===== config.mk =====
export PLATFORM = sky130hd
export DESIGN_NAME = out_sel_rr_enc
export DESIGN_NICKNAME = d
export VERILOG_FILES = /design/src/rtl/out_sel_rr_enc.sv
export SDC_FILE = /design/constraint.sdc
export NUM_CORES = 1
export LEC_CHECK = 0
export ABC_AREA = 1
export BUFFER_PORTS_ARGS = -buffer_cell sky130_fd_sc_hd__buf_4
export CAP_MARGIN = 5
export CORE_AREA = 2 2 43 45
export CTS_CLUSTER_DIAMETER = 100
export DETAILED_ROUTE_END_ITERATION = 12
export DIE_AREA = 0 0 45 47
export PLACE_DENSITY = 0.8
export SYNTH_ARGS = -nofsm -noshare
export SYNTH_HDL_FRONTEND = slang
export SYNTH_SLANG_ARGS = --single-unit

===== constraint.sdc =====
create_clock -name clk -period 1.65 [get_ports clk]
set_input_delay 0.33 -clock clk [delete_from_list [all_inputs] [get_ports clk]]
set_output_delay 0.33 -clock clk [all_outputs]
set_load 0.01 [all_outputs]

===== src/rtl/out_sel_rr_enc.sv =====
// Registered one-hot-to-index encoder with fixed-priority or round-robin selection and a valid/ready handshake.
// Optional macro OUT_SEL_MULTIHOT_CHK_EN flags multi-hot allocations and counts them as errors.
module out_sel_rr_enc #(
  parameter int NUM_PORT     = 5,
  parameter int LOG_NUM_PORT = 3,
  parameter int PRIO_MODE    = 0
) (
  input  logic                    clk,
  input  logic                    reset_n,
  input  logic                    in_valid,
  output logic                    in_ready,
  input  logic [NUM_PORT-1:0]     alloc,
  output logic                    out_valid,
  input  logic                    out_ready,
  output logic [LOG_NUM_PORT-1:0] out_sel,
  output logic                    out_none,
  output logic [7:0]              err_cnt,
  output logic                    err_multi
);

  localparam logic [LOG_NUM_PORT-1:0] LAST_PORT = LOG_NUM_PORT'(NUM_PORT - 1);

  logic [LOG_NUM_PORT-1:0] ptr;
  logic [LOG_NUM_PORT-1:0] win;
  logic [LOG_NUM_PORT-1:0] idx;
  logic                    found;
  logic                    accept;
  logic                    zero;
  logic                    multi_err;
  logic                    err_inc;
  int                      pos;

  assign in_ready = !out_valid || out_ready;
  assign accept   = in_valid && in_ready;
  assign zero     = (alloc == '0);

`ifdef OUT_SEL_MULTIHOT_CHK_EN
  logic err_multi_q;
  // Clearing the lowest set bit leaves something only when two or more bits were set.
  assign multi_err = |(alloc & (alloc - NUM_PORT'(1)));
  assign err_multi = err_multi_q;
`else
  assign multi_err = 1'b0;
  assign err_multi = 1'b0;
`endif

  assign err_inc = zero || multi_err;

  always_comb begin
    win   = '0;
    found = 1'b0;
    idx   = '0;
    pos   = 0;
    if (PRIO_MODE == 0) begin
      for (int i = 0; i < NUM_PORT; i++) begin
        if (alloc[i]) begin
          win = LOG_NUM_PORT'(i);
        end
      end
    end else begin
      // Walk downward from ptr, wrapping from 0 back to the last port.
      for (int i = 0; i < NUM_PORT; i++) begin
        pos = int'(ptr) - i;
        if (pos < 0) begin
          pos = pos + NUM_PORT;
        end
        idx = LOG_NUM_PORT'(pos);
        if (!found && pos < NUM_PORT && alloc[idx]) begin
          win   = idx;
          found = 1'b1;
        end
      end
    end
  end

  always_ff @(posedge clk or negedge reset_n) begin
    if (!reset_n) begin
      out_valid <= 1'b0;
      out_sel   <= '0;
      out_none  <= 1'b0;
      err_cnt   <= '0;
      ptr       <= LAST_PORT;
    end else begin
      if (accept) begin
        out_valid <= 1'b1;
        out_sel   <= zero ? '1 : win;
        out_none  <= zero;
        if (!zero) begin
          ptr <= (win == '0) ? LAST_PORT : win - LOG_NUM_PORT'(1);
        end
        if (err_inc && err_cnt != 8'hff) begin
          err_cnt <= err_cnt + 8'd1;
        end
      end else if (out_ready) begin
        out_valid <= 1'b0;
      end
    end
  end

`ifdef OUT_SEL_MULTIHOT_CHK_EN
  always_ff @(posedge clk or negedge reset_n) begin
    if (!reset_n) begin
      err_multi_q <= 1'b0;
    end else if (accept) begin
      err_multi_q <= multi_err;
    end
  end
`endif

endmodule


==> flow_metrics.tcl, run 1 <==
set metrics [dict create \
    status "finished, final reports clean" \
    cts_setup_buffers 0 \
    holdPathStages 3 \
    vias 690 \
    start_util_pct 44.5 \
    r2r_cells 7 \
    r2r_setup_slack_ns 0.30 \
    drt-total-wl_um 1520 \
    design_area_um2 951 \
    initialDrtViolationCount 9 \
    yosys.area_share.simple_pct 41.5 \
    fill_cells 164 \
    syn_avg_cell_area_um2 7.83 \
    final.period_utilization_pct 81.6 \
    clock_sinks 13 \
    routabilityCongestion 0.764 \
    layout_common_cells "nand2_1 (37), buf_4 (22), dfrtp_1 (13), inv_1 (7), nor2_1 (6)" \
    rsz0062_at_grt "false" \
    grt_max_degree 14 \
    clock_skew_ns 0.00456 \
    maxSlewViolCount 0 \
    seqPwrFrac_pct 53.1 \
    cp_slowest_stage_delay_ns 0.41 \
    reg2reg_to "err_cnt[3]" \
    instances_no_fill 137 \
    grt_use_total_pct 17.4 \
    p_clk_share_pct 28.0 \
    synth_xor_area_share_pct 3.57 \
    die_width_um 45 \
    cp-start-kind "register" \
    clk-insertion-delay-late_ns 0.27 \
    hold_violations 0 \
    antenna_found_initial 0 \
    drt.antenna.violating_nets 0 \
    antenna_cells 0 \
    timing.rr.start "err_cnt[0]" \
    post_dp_cell_area_um2 915 \
    firstDrtPassIters 4 \
    ios 24 \
    syn_to_final_growth_pct 29.3 \
    drcViolationCount 0 \
    cp.required_ns 1.86 \
    path_cells "ha_1 > nand3_2 > nor3_4 > inv_2 > nand2_4 > nand2_1 > nand2_1" \
    arrival_ns 1.56 \
    synthAdderAreaFrac_pct 1.70 \
    finalSetupTns_ns 0 \
    synthCells 94 \
    via_per_inst 5.04 \
    power_density_mw_per_mm2 720 \
    die_area_mm2 0.00212 \
    slowest_stage "dfrtp_1" \
    cts_resized 0 \
    row_count 15 \
    place_inst 132 \
    synth_area_um2 736 \
    grt_pass1_wl_um 2620 \
    p_leak_nw 0.538 \
    coreArea_mm2 0.00165 \
    grt_pass1_vias 649 \
    hpwl_um 1250 \
    cts.clk_slew.worst_paths_ns 0.08 \
    synth_top_family_by_area "simple AND/OR/NAND/NOR gates" \
    critPathKind "reg -> reg" \
    ys_warn_count 0 \
    internal_power_mw 0.502 \
    fin_util_pct 57.6 \
    routedWlPerCell_um 11.1 \
    htree_num_levels 1 \
    synth_cell_types 22 \
    synth_compound_area_share_pct 3.40 \
    clockBufferDepth 2 \
    end_kind "register" \
    overflow 0 \
    synthMuxAreaShare_pct 0 \
    swShare_pct 26.7 \
    final_layout_size_suffix_gt1_share_pct 30.0 \
    portBuffers 22 \
    max_cap_viol_count 0 \
    net-switching-power_mw 0.183 \
    die_h_um 47 \
    seq_area_frac_synth_pct 44.2 \
    setup_violations 0 \
    synth_seq_cells 13 \
    synth_fp_nets 104 \
    peakVddDrop_mv 0.444 \
    cts_tree "yes" \
    layout_commonest_cell "nand2_1" \
    final_nets 131 \
    cp_max_fo 8 \
    worstHoldStart "in_valid" \
    numCtsBuffers 3 \
    worstHoldEndpoint "out_valid" \
    fmax_mhz 743 \
    hp-class "in -> reg" \
    period_needed_ns 1.35 \
    root_buffer "clkbuf_4" \
    cpMostUsedCell "nand2_1" \
    power_frac_comb_pct 18.8 \
]
worst max-delay path by stage:
stage	from	end	slack, ns	cells after the start
2_1_floorplan	err_cnt[0]	err_cnt[3]	0.40	7
3_3_place_gp	err_cnt[0]	err_cnt[3]	0.37	7
3_5_place_dp	err_cnt[0]	err_cnt[3]	0.31	7
4_1_cts	err_cnt[0]	err_cnt[3]	0.29	7
5_1_grt	err_cnt[0]	err_cnt[0]	0.18	7
6_report	err_cnt[0]	err_cnt[3]	0.30	7
state kept, by name, indices dropped and copies added (netlist names):
| signal | count |
|---|---|
| out_none | 1 |
| out_valid | 1 |
| out_sel | 3 |
| err_cnt | 8 |
metrics by stage:
step | power, mW | worst slack [ns] | hold WS (ns)
floorplan | 0.425 | 0.402 | 0.0344
global placement | 0.495 | 0.372 | 0.184
detailed placement | 0.499 | 0.311 | 0.184
CTS | 0.694 | 0.290 | 0.323
global route | 0.726 | 0.176 | 0.346
finish | 0.685 | 0.303 | 0.321
synthesized netlist by cell type:
library cell / n / area, um^2
o21ai_0: 3 / 15.0
nand2_4: 1 / 11.3
nor2_4: 1 / 11.3
xnor2_1: 2 / 17.5
ha_1: 1 / 12.5
nand2_2: 3 / 18.8
nand2_1: 37 / 139
nor2_1: 6 / 22.5
nand3_1: 5 / 25.0
inv_1: 7 / 26.3
nand3b_1: 3 / 22.5
nor3_4: 1 / 16.3
nor2_2: 2 / 12.5
conb_1: 1 / 3.75
xor2_1: 1 / 8.76
dfrtp_1: 13 / 325
nor3_1: 1 / 5.00
a21oi_1: 2 / 10.0
nand3b_2: 1 / 11.3
buf_4: 1 / 7.51
inv_2: 1 / 3.75
nand3_2: 1 / 10.0
power groups by stage:
stage	clock, mW	sequential, mW	combinational (mW)
2_1_floorplan	0	0.378	0.0474
4_1_cts	0.198	0.364	0.132
5_1_grt	0.211	0.369	0.146
3_3_place_gp	0	0.369	0.127
6_report	0.192	0.364	0.129
3_5_place_dp	0	0.369	0.130
logic make-up (layout without fill, tap and decap cells):
group | count (synthesis) | count (layout)
flops | 13 | 13
xor+xnor | 3 | 3
fa+ha+maj | 1 | 1
buf+inv | 9 | 35
compound gates | 5 | 5
simple gates | 62 | 62
other cells | 1 | 1
critical path: cells and delay by family (launching register included):
family,cells,cell delay [ns]
AND/OR/NAND/NOR,5,0.53
flip-flops,1,0.41
adder cells (fa/ha/maj),1,0.24
buffers and inverters,1,0.10
metal layers:
metal	wire length [um]	GRT usage, %	part of all wire (%)	vias up
li1	-	-	-	342
met1	679	22.2	45	317
met2	713	28.6	47	29
met3	106	3.85	7.0	2
met4	21	7.06	1.4	0
met5	0	0	0	-
layout make-up:
type | instances | area, um^2 | area share, %
Tap cell | 17 | 21.3 | 2.24
Timing Repair Buffer | 23 | 175 | 18.4
Inverter | 8 | 30.0 | 3.16
Clock buffer | 4 | 26.3 | 2.76
Multi-Input combinational cell | 72 | 373 | 39.2
Sequential cell | 13 | 325 | 34.2
timing repair:
item	CTS	global route
endpoints found under the hold margin	13	0
endpoints found under the setup margin	0	0
hold buffers	1	0
(Power assumes the default switching activity.)
==> run 2: changes to the inputs <==
- clock period: 1.65 -> 1.24 ns (I/O delays scaled with it)
==> run 2 against run 1 <==
Effect of this change: register-to-register slack worse by 0.27 ns; non-clock buffer count increased by 5; power is 40% higher; combinational power increased by 69%; clock-buffer cell count did not move; hold slack got worse by 0.075 ns; cell count up 3.6%; die area unchanged; global-route usage shrank 0.56 points; sequential power increased by 32%; worst setup slack worse by 0.30 ns; critical endpoint is now err_cnt[0].
==> flow_metrics.tcl, run 2 (synthesis results as in run 1) <==
set metrics [dict create \
    vias 698 \
    peakVddDrop_mv 0.620 \
    arrival_ns 0.99 \
    htree_num_levels 1 \
    fmax_mhz 810 \
    drcViolationCount 0 \
    holdPathStages 4 \
    end_kind "output pin" \
    hp-class "in -> reg" \
    clock_sinks 13 \
    rsz0062_at_grt "true" \
    max_cap_viol_count 0 \
    drt.antenna.violating_nets 0 \
    cp.required_ns 0.99 \
    grt_pass1_vias 603 \
    antenna_cells 0 \
    cp_max_fo 4 \
    setup_violations 0 \
    grt_max_degree 14 \
    die_area_mm2 0.00212 \
    layout_commonest_cell "nand2_1" \
    largest_reg_flops 8 \
    power_mw 0.961 \
    routabilityCongestion 0.801 \
    setup_ws_ns 0.00599 \
    top_register "err_cnt" \
    grt_pass1_wl_um 2570 \
    final.period_utilization_pct 99.5 \
    power_frac_comb_pct 22.7 \
    maxSlewViolCount 0 \
    cts.clk_slew.worst_paths_ns 0.09 \
    hpwl_um 1170 \
    status "finished, final reports clean" \
    dp_slack_ns 0.00932 \
    cts_tree "yes" \
    routedWlPerCell_um 10.6 \
    row_count 15 \
    place_inst 136 \
    syn_to_final_growth_pct 37.8 \
    root_buffer "clkbuf_4" \
    cp-start-kind "register" \
    instances_no_fill 142 \
    numCtsBuffers 3 \
    p_leak_nw 0.561 \
    r2r_cells 7 \
    internal_power_mw 0.696 \
    ios 24 \
    die_width_um 45 \
    grt_use_total_pct 16.8 \
    antenna_found_initial 0 \
    top_regs "err_cnt x8, out_sel x3" \
    die_h_um 47 \
    layout_common_cells "nand2_1 (35), buf_4 (27), dfrtp_1 (13), inv_1 (7), nor2_1 (6)" \
    via_per_inst 4.92 \
    drt-total-wl_um 1500 \
    fill_cells 160 \
    start_util_pct 44.5 \
    coreArea_mm2 0.00165 \
    critPathKind "reg -> out" \
    initialDrtViolationCount 10 \
    clockBufferDepth 2 \
    fin_util_pct 61.4 \
    clock_skew_ns 0.00874 \
    clk-insertion-delay-late_ns 0.27 \
    hold_violations 0 \
    portBuffers 22 \
    overflow 0 \
    power_density_mw_per_mm2 948 \
    final_layout_size_suffix_gt1_share_pct 35.2 \
    swShare_pct 27.6 \
    net-switching-power_mw 0.265 \
    final_nets 136 \
    p_clk_share_pct 27.2 \
    period_needed_ns 1.23 \
    seqPwrFrac_pct 50.1 \
    firstDrtPassIters 4 \
]
-- run 2: cell count changes in the layout (fill, tap and decap cells not counted), sizes merged --
| cell | before | now |
|---|---|---|
| buf | 22 | 27 |
-- run 2: worst max-delay path, cell delays in order, from the launching register on --
cell and delay, ns:
dfrtp_1 0.42, buf_4 0.16, buf_4 0.14
-- run 2: routing by layer --
layer / global-route usage (%) / vias to the layer above / part of all wire, %
met5: 0 / - / 0
met4: 7.06 / 0 / 0
met3: 3.46 / 0 / 8.3
met2: 25.7 / 33 / 48
met1: 23.3 / 308 / 43
li1: - / 357 / -
-- run 2: final timing paths --
kind | from | endpoint | slack, ns
setup / recovery | err_cnt[0] | err_cnt[0] | 0.006
hold / removal | alloc[4] | out_none | 0.25
setup reg to reg | err_cnt[1] | err_cnt[4] | 0.03
hold reg to reg | out_none | out_none | 0.50
max in group asynchronous | reset_n | out_sel[2] | 0.71
min in group asynchronous | reset_n | err_cnt[2] | 0.36
-- run 2: through the flow --
| step | setup TNS [ns] | instance area, um^2 | hold slack (ns) |
|---|---|---|---|
| after floorplan | 0 | 738 | -0.0476 |
| after global placement | 0 | 947 | 0.101 |
| after detailed placement | 0 | 947 | 0.103 |
| after CTS | 0 | 991 | 0.235 |
| after global routing | -0.659 | 1010 | 0.262 |
| final | 0 | 1010 | 0.247 |
-- run 2: power groups by stage --
stage | sequential [mW] | combinational [mW] | clock (mW)
floorplan | 0.503 | 0.0641 | 0
global placement | 0.483 | 0.202 | 0
detailed placement | 0.484 | 0.207 | 0
CTS | 0.477 | 0.212 | 0.270
global route | 0.487 | 0.244 | 0.290
finish | 0.482 | 0.218 | 0.261
-- run 2: layout make-up --
cell class,instances,area (um^2),share of cell area [%]
clock buffers,4,26.3,2.59
inverters,8,30.0,2.96
multi-input cells,72,398,39.3
flip-flops and latches,13,325,32.1
well taps,17,21.3,2.10
repair buffers,28,213,21.0
-- run 2: repair_timing --
| action | CTS | global route |
|---|---|---|
| gates resized for setup | 1 | 3 |
| endpoints found under the setup margin | 1 | 10 |
| pin swaps | 1 | 0 |
| hold endpoints to repair | 13 | 0 |
| hold buffers | 1 | 0 |
| setup buffers | 0 | 1 |
